==> src/rtl/proc_pkg.sv <==
// Shared processor-side definitions: word width, default key debounce length
// and the IN request FSM encoding.
package proc_pkg;

  localparam int DATA_W                  = 16;
  localparam int DEBOUNCE_CYCLES_DEFAULT = 50000;

  typedef enum logic [1:0] {
    IDLE       = 2'd0,
    WAIT_PRESS = 2'd1,
    ACK        = 2'd2,
    DROP       = 2'd3
  } in_state_e;

endpackage

==> src/rtl/key_debounce.sv <==
// Active-low push-button conditioner: 2-flop synchronizer, stable-sample
// debounce down-counter and a one-cycle press pulse on a debounced 1->0 edge.
module key_debounce #(
  parameter int DEBOUNCE_CYCLES = 4
) (
  input  logic clock,
  input  logic iRST_N,
  input  logic key_n,
  output logic press
);

  logic        key_s1, key_s2;
  logic        db_q, db_prev;
  logic [15:0] cnt_q;

  always_ff @(posedge clock or negedge iRST_N) begin
    if (!iRST_N) begin
      key_s1 <= 1'b1;
      key_s2 <= 1'b1;
    end else begin
      key_s1 <= key_n;
      key_s2 <= key_s1;
    end
  end

  // Counter reloads whenever the synchronized level matches the debounced one,
  // so any bounce back restarts the stability window.
  always_ff @(posedge clock or negedge iRST_N) begin
    if (!iRST_N) begin
      cnt_q <= '0;
      db_q  <= 1'b1;
    end else if (key_s2 == db_q) begin
      cnt_q <= 16'(DEBOUNCE_CYCLES - 1);
    end else if (cnt_q == '0) begin
      db_q  <= key_s2;
      cnt_q <= 16'(DEBOUNCE_CYCLES - 1);
    end else begin
      cnt_q <= cnt_q - 16'd1;
    end
  end

  always_ff @(posedge clock or negedge iRST_N) begin
    if (!iRST_N) begin
      db_prev <= 1'b1;
      press   <= 1'b0;
    end else begin
      db_prev <= db_q;
      press   <= db_prev & ~db_q;
    end
  end

endmodule

==> src/rtl/in_switch_capture.sv <==
// IN-instruction switch capture: debounced Enter press returns the switch word
// via req/ack. Optional 1-entry press buffer when IN_PRESS_BUFFER_EN is defined.
module in_switch_capture
  import proc_pkg::*;
#(
  parameter int DATA_W          = proc_pkg::DATA_W,
  parameter int DEBOUNCE_CYCLES = proc_pkg::DEBOUNCE_CYCLES_DEFAULT
) (
  input  logic              clock,
  input  logic              iRST_N,
  input  logic [DATA_W-1:0] sw,
  input  logic              key_enter,
  input  logic              in_req,
  output logic              in_ack,
  output logic [DATA_W-1:0] in_data,
  output logic              waiting,
  output logic              lost
);

  // state      | meaning
  // IDLE       | no request being serviced
  // WAIT_PRESS | request outstanding, waiting for Enter
  // ACK        | in_ack pulse, in_data freshly loaded
  // DROP       | waiting for in_req to fall before the next request

  in_state_e         state_q, state_d;
  logic [DATA_W-1:0] sw_s1, sw_s2;
  logic              press;
  logic              load_data, use_buf, stray, lost_set;
  logic              buf_valid;
  logic [DATA_W-1:0] buf_data;

  key_debounce #(.DEBOUNCE_CYCLES(DEBOUNCE_CYCLES)) u_key_enter (
    .clock (clock),
    .iRST_N(iRST_N),
    .key_n (key_enter),
    .press (press)
  );

  always_ff @(posedge clock or negedge iRST_N) begin
    if (!iRST_N) begin
      sw_s1 <= '0;
      sw_s2 <= '0;
    end else begin
      sw_s1 <= sw;
      sw_s2 <= sw_s1;
    end
  end

  always_ff @(posedge clock or negedge iRST_N) begin
    if (!iRST_N) state_q <= IDLE;
    else         state_q <= state_d;
  end

  always_comb begin
    state_d   = state_q;
    load_data = 1'b0;
    use_buf   = 1'b0;
    case (state_q)
      IDLE: begin
        if (in_req) begin
          if (buf_valid) begin
            state_d   = ACK;
            load_data = 1'b1;
            use_buf   = 1'b1;
          end else if (press) begin
            state_d   = ACK;
            load_data = 1'b1;
          end else begin
            state_d = WAIT_PRESS;
          end
        end
      end
      WAIT_PRESS: begin
        if (!in_req) begin
          state_d = IDLE;
        end else if (press) begin
          state_d   = ACK;
          load_data = 1'b1;
        end
      end
      ACK:     state_d = DROP;
      DROP:    if (!in_req) state_d = IDLE;
      default: state_d = IDLE;
    endcase
  end

  // A press not consumed by this cycle's transition goes to the buffer or is lost.
  assign stray = press & ~(load_data & ~use_buf);

`ifdef IN_PRESS_BUFFER_EN
  always_ff @(posedge clock or negedge iRST_N) begin
    if (!iRST_N) begin
      buf_valid <= 1'b0;
      buf_data  <= '0;
    end else begin
      if (use_buf) buf_valid <= 1'b0;
      if (stray && (!buf_valid || use_buf)) begin
        buf_valid <= 1'b1;
        buf_data  <= sw_s2;
      end
    end
  end
  assign lost_set = stray & buf_valid & ~use_buf;
`else
  assign buf_valid = 1'b0;
  assign buf_data  = '0;
  assign lost_set  = stray;
`endif

  always_ff @(posedge clock or negedge iRST_N) begin
    if (!iRST_N) begin
      in_data <= '0;
      lost    <= 1'b0;
    end else begin
      if (load_data) in_data <= use_buf ? buf_data : sw_s2;
      if (lost_set)  lost    <= 1'b1;
    end
  end

  assign in_ack  = (state_q == ACK);
  assign waiting = (state_q == WAIT_PRESS);

endmodule

==> config.mk <==
export PLATFORM = sky130hd
export DESIGN_NAME = in_switch_capture
export DESIGN_NICKNAME = d
export VERILOG_FILES = /design/src/rtl/proc_pkg.sv /design/src/rtl/key_debounce.sv /design/src/rtl/in_switch_capture.sv
export SDC_FILE = /design/constraint.sdc
export NUM_CORES = 1
export LEC_CHECK = 0
export BUFFER_PORTS_ARGS = -buffer_cell sky130_fd_sc_hd__buf_2
export CAP_MARGIN = 25
export CORE_MARGIN = 10
export CORE_UTILIZATION = 59
export CTS_CLUSTER_SIZE = 25
export DETAILED_ROUTE_END_ITERATION = 7
export PLACE_DENSITY_LB_ADDON = 0.2
export SETUP_SLACK_MARGIN = 0.1
export SLEW_MARGIN = 20
export SYNTH_ARGS = -nofsm -noshare
export SYNTH_HDL_FRONTEND = slang
export SYNTH_HIERARCHICAL = 1
export SYNTH_SLANG_ARGS = --single-unit
==> constraint.sdc <==
create_clock -name clock -period 4.71 [get_ports clock]
set_input_delay 0.2355 -clock clock [delete_from_list [all_inputs] [get_ports clock]]
set_output_delay 0.2355 -clock clock [all_outputs]
set_load 0.01 [all_outputs]
==> flow_summary.json, run 1 <==
{
  "status": "finished, final reports clean",
  "synth_common_cells": "dfrtp_1, nor2_1, mux2_4, nand2_1, xor2_1",
  "period_share_pct": 41.6,
  "die_x_um": 85.9,
  "syn_nets": 186,
  "yosysSeqAreaShare_pct": 70.6,
  "drv_slew": 0,
  "place_ws_ns": 2.86,
  "path_max_fanout": 5,
  "numCtsBuffers": 9,
  "min_period_ns": 1.96,
  "hold_class": "input port to flip-flop",
  "fp.dieH_um": 85.9,
  "tns_ns": 0,
  "routabilityCongestion": 0.757,
  "io_buffers": 38,
  "syn_area_per_cell_sq_um": 15.6,
  "grt_max_degree": 73,
  "cts_sinks": 72,
  "cts_buffer_depth": 2,
  "cts_root_buf": "clkbuf_8",
  "routed_wl_mm": 4.56,
  "grt_overflow": 0,
  "endpoint_kind": "flip-flop",
  "ant_nets": 0,
  "synth-compound-area-share_pct": 2.49,
  "drc": 0,
  "synth_most_common_cell": "dfrtp_1",
  "slew_headroom_pct": 43.8,
  "syn_inst": 164,
  "htree_num_levels": 3,
  "io_pins": 39,
  "synth_fa_ha_area_share_pct": 0.978,
  "synth-simple-area-share_pct": 11.9,
  "critical_path_class": "flip-flop to flip-flop",
  "hold_violations": 0,
  "dp_hpwl_mm": 3.03,
  "arrival_ns": 2.21,
  "clk_latency_ns": 0.33,
  "synth_flop_cell": "dfrtp_1",
  "vias": 1487,
  "wire_per_inst_um": 16.5,
  "ys.warnings.count": 6,
  "startpoint_type": "flip-flop",
  "cts_tree": "yes",
  "grt_usage_pct": 12.8,
  "syn-cell-area_sq_um": 2560,
  "rows": 23,
  "synth.area.mux_share_pct": 8.94,
  "antenna_found_initial": 0,
  "synth_top_family_by_area": "simple AND/OR/NAND/NOR gates",
  "finalPower_mw": 1.14,
  "max_freq_mhz": 510,
  "maxCapViolCount": 0,
  "antenna_cells": 0,
  "dr.pass1.iters": 4,
  "async_flop_share_pct": 100,
  "worst_pin_slew_ns": 0.843,
  "synth_seq_cells": 72,
  "grt_pass1_vias": 1540,
  "synth_xor_area_share_pct": 4.11,
  "leakage_nw": 1.52,
  "area_delta_synth_final_pct": 21.0,
  "die_area_sq_um": 7370,
  "worst_slack_ns": 2.75,
  "synth-edff-count": 0,
  "power_density_nw_per_um2": 369,
  "critPathRequiredTime_ns": 4.96,
  "synth_top_cell_area_share_pct": 66.5,
  "grt_pass1_wl_mm": 7.45,
  "yosysTopAreaCell": "dfrtp_1",
  "cts_setup_buffers": 0,
  "skew_ns": 0.00643,
  "ir_drop_mv": 0.226,
  "start_util_pct": 62.6,
  "routed_via_density": 5.37,
  "drive_above_1_share_pct": 34.8,
  "setup_violations": 0,
  "ys_top_cells_by_area": "dfrtp_1, mux2_4, dfstp_2",
  "rsz0062_at_grt": "false",
  "drtIter0Drc": 95,
  "nets": 245,
  "coreArea_sq_um": 4090,
  "synth.distinct_cells": 33,
  "path_clk_slew_ns": 0.07
}
[power by group]
part	switching, mW	internal (mW)	leakage [nW]
Sequential	0.00722	0.636	0.872
Combinational	0.0213	0.0163	0.556
Clock	0.207	0.256	0.0925
[sequential cells by signal (all words and copies together) (netlist names)]
register / flops
in_data: 16
lost: 1
state_q: 2
sw_s1: 16
sw_s2: 16
u_key_enter/cnt_q: 16
u_key_enter/db_prev: 1
u_key_enter/db_q: 1
u_key_enter/key_s1: 1
u_key_enter/key_s2: 1
u_key_enter/press: 1
[placed cells by master, fill, tap and decap left out, types with 6 or more instances in the layout]
cell type	count
buf_2	38
clkbuf_8	10
dfrtp_1	68
dlygate4sd3_1	10
mux2_2	7
mux2_4	10
nand2_1	10
nand3_1	6
nor2_1	13
xor2_1	9
[repair_timing]
item | CTS | global route
hold buffers | 10 | 0
hold endpoints to repair | 10 | 0
gates resized for setup | 0 | 0
endpoints found under the setup margin | 0 | 0
[path summary, 6_finish.rpt]
path                                      startpoint               endpoint  slack [ns]  cells past startpoint
worst max-delay path            u_key_enter/cnt_q[0]       u_key_enter/db_q        2.75                      5
worst min-delay path                          sw[14]              sw_s1[14]        0.01                      1
worst max register to register  u_key_enter/cnt_q[0]       u_key_enter/db_q        2.75                      5
worst min register to register              sw_s1[7]               sw_s2[7]        0.35                      0
max in group asynchronous                     iRST_N  u_key_enter/cnt_q[15]        4.06                      2
min in group asynchronous                     iRST_N             in_data[3]        0.09                      2
[critical path: stages, from the launching register on]
cell	delay (ns)
dfrtp_1	0.42
inv_1	0.10
ha_1	0.15
or4b_1	0.53
nor3_1	0.31
mux2_2	0.38
[kinds of logic after synthesis]
family	count (synthesis)
buf+inv	5
simple gates	49
xor+xnor	12
compound gates	7
flops	72
mux	17
fa+ha+maj	2
[cell type report]
cell class,count,area (sq um)
repair buffers,49,298
well taps,50,62.6
flip-flops and latches,72,1810
clock buffers,12,145
multi-input cells,87,727
inverters,4,15.0
fillers,261,990
clock inverters,3,42.5
[per-layer routing]
| layer | wire, um | GRT usage, % |
|---|---|---|
| met5 | 0 | 0 |
| met2 | 2410 | 21.6 |
| met1 | 1840 | 14.1 |
| met3 | 242 | 4.26 |
| met4 | 67 | 6.29 |
[metrics by stage]
step	utilization, %	cell area, sq um	hold WS, ns	std cells
6_report	75.8	3100	0.0123	277
3_3_place_gp	68.7	2810	0.331	252
5_1_grt	75.8	3100	0.00107	277
3_5_place_dp	68.7	2810	0.336	252
4_1_cts	75.8	3100	0.000343	277
2_1_floorplan	-	2560	-0.0601	164
Note: power is estimated with default switching activity, not from simulation.
==> inputs of run 2 (changes only) <==
--- a/config.mk
+++ b/config.mk
@@ -5,10 +5,11 @@
 export SDC_FILE = /design/constraint.sdc
 export NUM_CORES = 1
 export LEC_CHECK = 0
+export ABC_AREA = 1
 export BUFFER_PORTS_ARGS = -buffer_cell sky130_fd_sc_hd__buf_2
 export CAP_MARGIN = 25
 export CORE_MARGIN = 10
-export CORE_UTILIZATION = 59
+export CORE_UTILIZATION = 50
 export CTS_CLUSTER_SIZE = 25
 export DETAILED_ROUTE_END_ITERATION = 7
 export PLACE_DENSITY_LB_ADDON = 0.2
==> constraint.sdc (replaced) <==
create_clock -name clock -period 1.8 [get_ports clock]
set_input_delay 0.09 -clock clock [delete_from_list [all_inputs] [get_ports clock]]
set_output_delay 0.09 -clock clock [all_outputs]
set_load 0.01 [all_outputs]
==> run 2 against run 1 <==
Clock power grew to 3.0 times the previous value; synthesized cell count grew 51%; core utilization shrank 11 points; global-route usage shrank 0.17 points; largest cell class unchanged; largest power group unchanged.
==> flow_summary.json, run 2 <==
{
  "cp_num_buf_inv": 3,
  "start_util_pct": 52.3,
  "r2r-end": "u_key_enter/cnt_q[14]",
  "leakage_nw": 1.68,
  "dr.pass1.iters": 5,
  "synth-edff-count": 0,
  "ctsResizeCount": 0,
  "hold_violations": 0,
  "area_delta_synth_final_pct": 24.2,
  "cts_tree": "yes",
  "grt_max_degree": 55,
  "ys.warnings.count": 6,
  "min_period_ns": 1.35,
  "ir_drop_mv": 0.688,
  "path_cells": "inv_1 -> ha_1 -> inv_1 -> nor2_1 -> nand2_1 -> nand2_1 -> nand2_1 -> inv_1 -> nand2_1",
  "internal_power_mw": 2.54,
  "status": "finished, final reports clean",
  "holdPathStages": 3,
  "clk_latency_ns": 0.33,
  "finalPower_mw": 3.18,
  "die_area_sq_um": 8790,
  "dp_hpwl_mm": 3.46,
  "synth_most_common_cell": "dfrtp_1",
  "final_common_cell": "dfrtp_1",
  "setup_violations": 0,
  "io_pins": 39,
  "htree_num_levels": 3,
  "synth_common_cells": "dfrtp_1, nand2_1, nor2_1",
  "critPathLaunch": "u_key_enter/cnt_q[0]",
  "startpoint_type": "flip-flop",
  "drc": 0,
  "endpoint_kind": "flip-flop",
  "synth.distinct_cells": 27,
  "numCtsBuffers": 9,
  "hold_class": "input port to flip-flop",
  "syn_nets": 270,
  "antenna_found_initial": 0,
  "drv_slew": 0,
  "slowest_delay_ns": 0.38,
  "nets": 333,
  "routed_via_density": 4.62,
  "critPathRequiredTime_ns": 2.02,
  "fp.dieH_um": 93.8,
  "layout_common_cells": "dfrtp_1, nand2_1, buf_2",
  "worst_pin_slew_ns": 0.444,
  "syn_area_per_cell_sq_um": 11.0,
  "clockPowerShare_pct": 43.3,
  "rsz0062_at_grt": "false",
  "crit_cells": 9,
  "cts_buffer_depth": 2,
  "io_buffers": 38,
  "syn_inst": 248,
  "synth_seq_cells": 72,
  "routabilityCongestion": 0.812,
  "routed_wl_mm": 4.96,
  "final_area_sq_um": 3380,
  "crit_top_cell": "nand2_1",
  "async_flop_share_pct": 100,
  "cts_root_buf": "clkbuf_8",
  "placed_cell_area_sq_um": 2980,
  "synth_flop_cell": "dfrtp_1",
  "comb_power_share_pct": 3.8,
  "die_x_um": 93.8,
  "grt_overflow": 0,
  "coreArea_sq_um": 5200,
  "wire_per_inst_um": 12.9,
  "power_density_nw_per_um2": 940,
  "cts_setup_buffers": 0,
  "syn-cell-area_sq_um": 2720,
  "seq_power_share_pct": 52.9,
  "yosysTopAreaCell": "dfrtp_1",
  "skew_ns": 0.00763,
  "nFillCells": 442,
  "crit_slowest_cell": "dfrtp_1",
  "grt_pass1_wl_mm": 8.71,
  "rr_worst_depth": 9,
  "cts_sinks": 72,
  "critical_path_class": "flip-flop to flip-flop",
  "ant_nets": 0,
  "arrival_ns": 1.56,
  "antenna_cells": 0,
  "r2r_start": "u_key_enter/cnt_q[0]",
  "drtIter0Drc": 71,
  "drive_above_1_share_pct": 24.7,
  "cp_top_family": "simple AND/OR/NAND/NOR gates",
  "grt_pass1_vias": 1807,
  "slew_headroom_pct": 70.4,
  "synth_top_cell_area_share_pct": 62.6,
  "maxCapViolCount": 0,
  "power.switching_mw": 0.641,
  "rows": 26,
  "yosysSeqAreaShare_pct": 66.4,
  "tns_ns": 0,
  "endpoint": "u_key_enter/cnt_q[14]",
  "path_max_fanout": 3,
  "vias": 1785,
  "period_share_pct": 74.7,
  "rrSetupSlack_ns": 0.45,
  "grt_usage_pct": 12.6,
  "p_sw_share_pct": 20.2,
  "path_clk_slew_ns": 0.07,
  "ys_top_cells_by_area": "dfrtp_1, nand2_1, nand4_1",
  "max_freq_mhz": 743
}
==> run 2: cell count changes after synthesis, moves of 7 or more <==
| cell | before | now |
|---|---|---|
| mux2_2 | 7 | 0 |
| nand2_1 | 10 | 67 |
| nand4_1 | 1 | 18 |
| nor2_1 | 13 | 27 |
| mux2_4 | 10 | 0 |
| inv_1 | 4 | 17 |
==> run 2: worst min-delay path by stage <==
stage           start           to  slack (ns)
6_report       in_req  in_data[12]        0.20
5_1_grt        in_req  in_data[10]        0.20
4_1_cts        in_req   in_data[3]        0.17
3_5_place_dp   iRST_N     sw_s1[2]        0.06
3_3_place_gp   iRST_N     sw_s1[2]        0.05
2_1_floorplan  iRST_N   in_data[0]       -0.21
==> run 2: worst register-to-register path: stages, from the launching register on <==
cell	delay, ns
dfrtp_1	0.38
inv_1	0.11
ha_1	0.23
inv_1	0.05
nor2_1	0.20
nand2_1	0.08
nand2_1	0.06
nand2_1	0.04
inv_1	0.04
nand2_1	0.04
==> run 2: timing repair <==
item                                   in CTS  in global routing
endpoints found under the hold margin      35                  0
hold buffers                               18                  0
setup endpoints to repair                   0                  0
==> run 2: logic make-up after synthesis <==
kind of cell	after synthesis	share of synthesized area, %
AND/OR/NAND/NOR	134	24.1
flip-flops	72	66.4
buffers and inverters	26	4.65
XOR/XNOR	8	2.85
AO/OA/AOI/OAI	6	1.10
adder cells (fa/ha/maj)	2	0.920
==> run 2: per-layer routing <==
metal / vias to the layer above / GRT usage [%] / part of all wire, %
li1: 908 / - / -
met1: 843 / 15.5 / 43
met2: 30 / 19.9 / 50
met3: 4 / 4.88 / 5.8
met4: 0 / 4.18 / 1.0
met5: - / 0 / 0
==> run 2: final cells by class <==
type	instances	area [sq um]	share of cell area (%)
well taps	70	87.6	2.59
clock inverters	5	80.1	2.37
inverters	20	78.8	2.33
multi-input cells	150	787	23.3
clock buffers	11	141	4.18
repair buffers	58	398	11.8
flip-flops and latches	72	1810	53.5
==> run 2: through the flow <==
stage	cells	worst slack (ns)	hold WS, ns	util [%]
2_1_floorplan	248	0.566	-0.206	-
3_3_place_gp	352	0.507	0.0496	57.2
3_5_place_dp	352	0.472	0.0610	57.2
4_1_cts	386	0.441	0.169	64.9
5_1_grt	386	0.284	0.203	64.9
6_report	386	0.455	0.196	64.9
==> run 2: power groups by stage <==
stage                     Combinational, mW  Sequential, mW  Clock [mW]
after global placement               0.0937            1.71           0
after floorplan                      0.0310            1.71           0
after CTS                             0.125            1.68        1.42
final                                 0.122            1.68        1.38
after global routing                  0.140            1.68        1.49
after detailed placement             0.0946            1.71           0
==> inputs of run 3 (changes only) <==
--- a/config.mk
+++ b/config.mk
@@ -5,7 +5,7 @@
 export SDC_FILE = /design/constraint.sdc
 export NUM_CORES = 1
 export LEC_CHECK = 0
-export ABC_AREA = 1
+export ABC_AREA = 0
 export BUFFER_PORTS_ARGS = -buffer_cell sky130_fd_sc_hd__buf_2
 export CAP_MARGIN = 25
 export CORE_MARGIN = 10
==> constraint.sdc (replaced) <==
create_clock -name clock -period 1.1 [get_ports clock]
set_input_delay 0.055 -clock clock [delete_from_list [all_inputs] [get_ports clock]]
set_output_delay 0.055 -clock clock [all_outputs]
set_load 0.01 [all_outputs]
==> run 3 against run 2 <==
The run now ends with negative setup slack left; combinational power up 110%; cell area up 9.0%; flip-flop and latch count unchanged; setup slack worse by 1.0 ns; sequential share of layout area down 4.4 points; critical path type unchanged; critical endpoint is now u_key_enter/cnt_q[15].
==> flow_summary.json, run 3 (synthesized netlist as in run 1, its figures left out) <==
{
  "arrival_ns": 1.93,
  "cts_sinks": 72,
  "startpoint_type": "flip-flop",
  "rsz0062_at_grt": "true",
  "drv_slew": 0,
  "antenna_found_initial": 0,
  "dp_cells": 298,
  "critical_path_class": "flip-flop to flip-flop",
  "cp_top_family": "simple AND/OR/NAND/NOR gates",
  "setup_violations": 34,
  "maxCapViolCount": 0,
  "antenna_cells": 0,
  "routabilityCongestion": 0.785,
  "fp.dieH_um": 91.6,
  "drc": 0,
  "routed_wl_mm": 5.31,
  "dp_hpwl_mm": 3.40,
  "max_freq_mhz": 600,
  "clockPowerShare_pct": 45.8,
  "internal_power_mw": 4.44,
  "min_period_ns": 1.67,
  "crit_slowest_cell": "or4b_4",
  "wire_per_inst_um": 15.7,
  "path_clk_slew_ns": 0.07,
  "violations": "negative setup slack",
  "leakage_nw": 1.78,
  "place_ws_ns": -0.651,
  "path_max_fanout": 8,
  "layout_common_cells": "dfrtp_1, buf_2, buf_4",
  "htree_num_levels": 3,
  "nets": 289,
  "endpoint_kind": "flip-flop",
  "io_pins": 39,
  "stdcell_count": 339,
  "nFillCells": 278,
  "final_common_cell": "dfrtp_1",
  "clk_latency_ns": 0.33,
  "cts_tree": "yes",
  "status": "finished, violations left",
  "worst_pin_slew_ns": 0.357,
  "hold_class": "input port to flip-flop",
  "die_area_sq_um": 8380,
  "cts_root_buf": "clkbuf_8",
  "slew_headroom_pct": 76.2,
  "grt_pass1_wl_mm": 8.93,
  "numCtsBuffers": 9,
  "power.switching_mw": 1.11,
  "grt_usage_pct": 13.4,
  "die_x_um": 91.6,
  "slowest_delay_ns": 0.49,
  "p_sw_share_pct": 20.0,
  "vias": 1626,
  "seq_power_share_pct": 49.6,
  "path_cells": "inv_2 -> ha_4 -> or4b_4 -> o31a_1 -> nand3_1",
  "ir_drop_mv": 0.860,
  "cts_buffer_depth": 2,
  "period_share_pct": 151,
  "power_density_nw_per_um2": 1510,
  "start_util_pct": 52.8,
  "critPathRequiredTime_ns": 1.36,
  "skew_ns": 0.00833,
  "grt_pass1_vias": 1802,
  "ant_nets": 0,
  "fin_hold_ws_ns": 0.0355,
  "comb_power_share_pct": 4.7,
  "tns_ns": -10.27,
  "grt_overflow": 0,
  "hold_violations": 0,
  "rows": 25,
  "area_delta_synth_final_pct": 43.9,
  "cp_num_buf_inv": 1,
  "coreArea_sq_um": 4850,
  "drtIter0Drc": 102,
  "worst_slack_ns": -0.566,
  "drive_above_1_share_pct": 50.4,
  "routed_via_density": 4.80,
  "grt_max_degree": 73,
  "dr.pass1.iters": 3,
  "io_buffers": 38
}
==> run 3: cell types whose count changed in the layout (fill, tap and decap cells not counted), sizes merged, moves of 2 or more <==
cell	change
nand2	-62
inv	-14
a21oi	-4
nor2b	+2
nor3	+2
nand4	-17
or4	+2
nor4	+3
buf	+35
mux2	+17
o31ai	+3
nor2	-20
xor2	+5
nand4b	+2
==> run 3: worst paths after layout <==
path	slack, ns	depth (start not counted)	endpoint	startpoint
setup / recovery	-0.57	5	u_key_enter/cnt_q[15]	u_key_enter/cnt_q[1]
hold / removal	0.04	3	state_q[0]	in_req
setup reg to reg	-0.57	5	u_key_enter/cnt_q[15]	u_key_enter/cnt_q[1]
hold reg to reg	0.35	0	sw_s2[0]	sw_s1[0]
max in group asynchronous	0.50	3	u_key_enter/db_prev	iRST_N
min in group asynchronous	0.29	3	in_data[2]	iRST_N
==> run 3: power by group through the flow <==
| stage | clock network (mW) | registers, mW | logic [mW] |
|---|---|---|---|
| after global routing | 2.71 | 2.76 | 0.287 |
| final | 2.54 | 2.75 | 0.259 |
| after detailed placement | 0 | 2.80 | 0.179 |
| after floorplan | 0 | 2.80 | 0.0383 |
| after CTS | 2.60 | 2.75 | 0.257 |
| after global placement | 0 | 2.79 | 0.165 |
==> run 3: what timing repair did <==
action	CTS	global route
pin swaps	6	5
resized for setup	17	7
endpoints found under the setup margin	36	36
endpoints found under the hold margin	85	0
hold buffers	18	0
gates cloned	1	0
buffers inserted	5	1
==> run 3: through the flow <==
stage                     cell area, sq um  utilization, %  power, mW
after floorplan                       2580               -       2.83
after global placement                3090            63.8       2.96
after detailed placement              3090            63.8       2.98
after CTS                             3650            75.2       5.61
after global routing                  3680            76.0       5.75
final                                 3680            76.0       5.55
==> run 3: final cells by class <==
type	count	area (sq um)	area share, %
flip-flops and latches	72	1810	49.0
multi-input cells	87	820	22.2
repair buffers	93	704	19.1
clock buffers	10	138	3.74
clock inverters	6	115	3.12
well taps	67	83.8	2.28
inverters	4	17.5	0.475
==> run 3: worst min-delay path: stages <==
cell and delay [ns]:
buf_2 0.14, inv_1 0.05, o22ai_1 0.08
==> run 3: per-layer routing <==
metal,global-route usage [%],share of wire (%),vias up
li1,-,-,766
met1,14.6,39,820
met2,23.5,55,27
met3,3.54,4.3,13
met4,6.92,2.5,0
met5,0,0,-
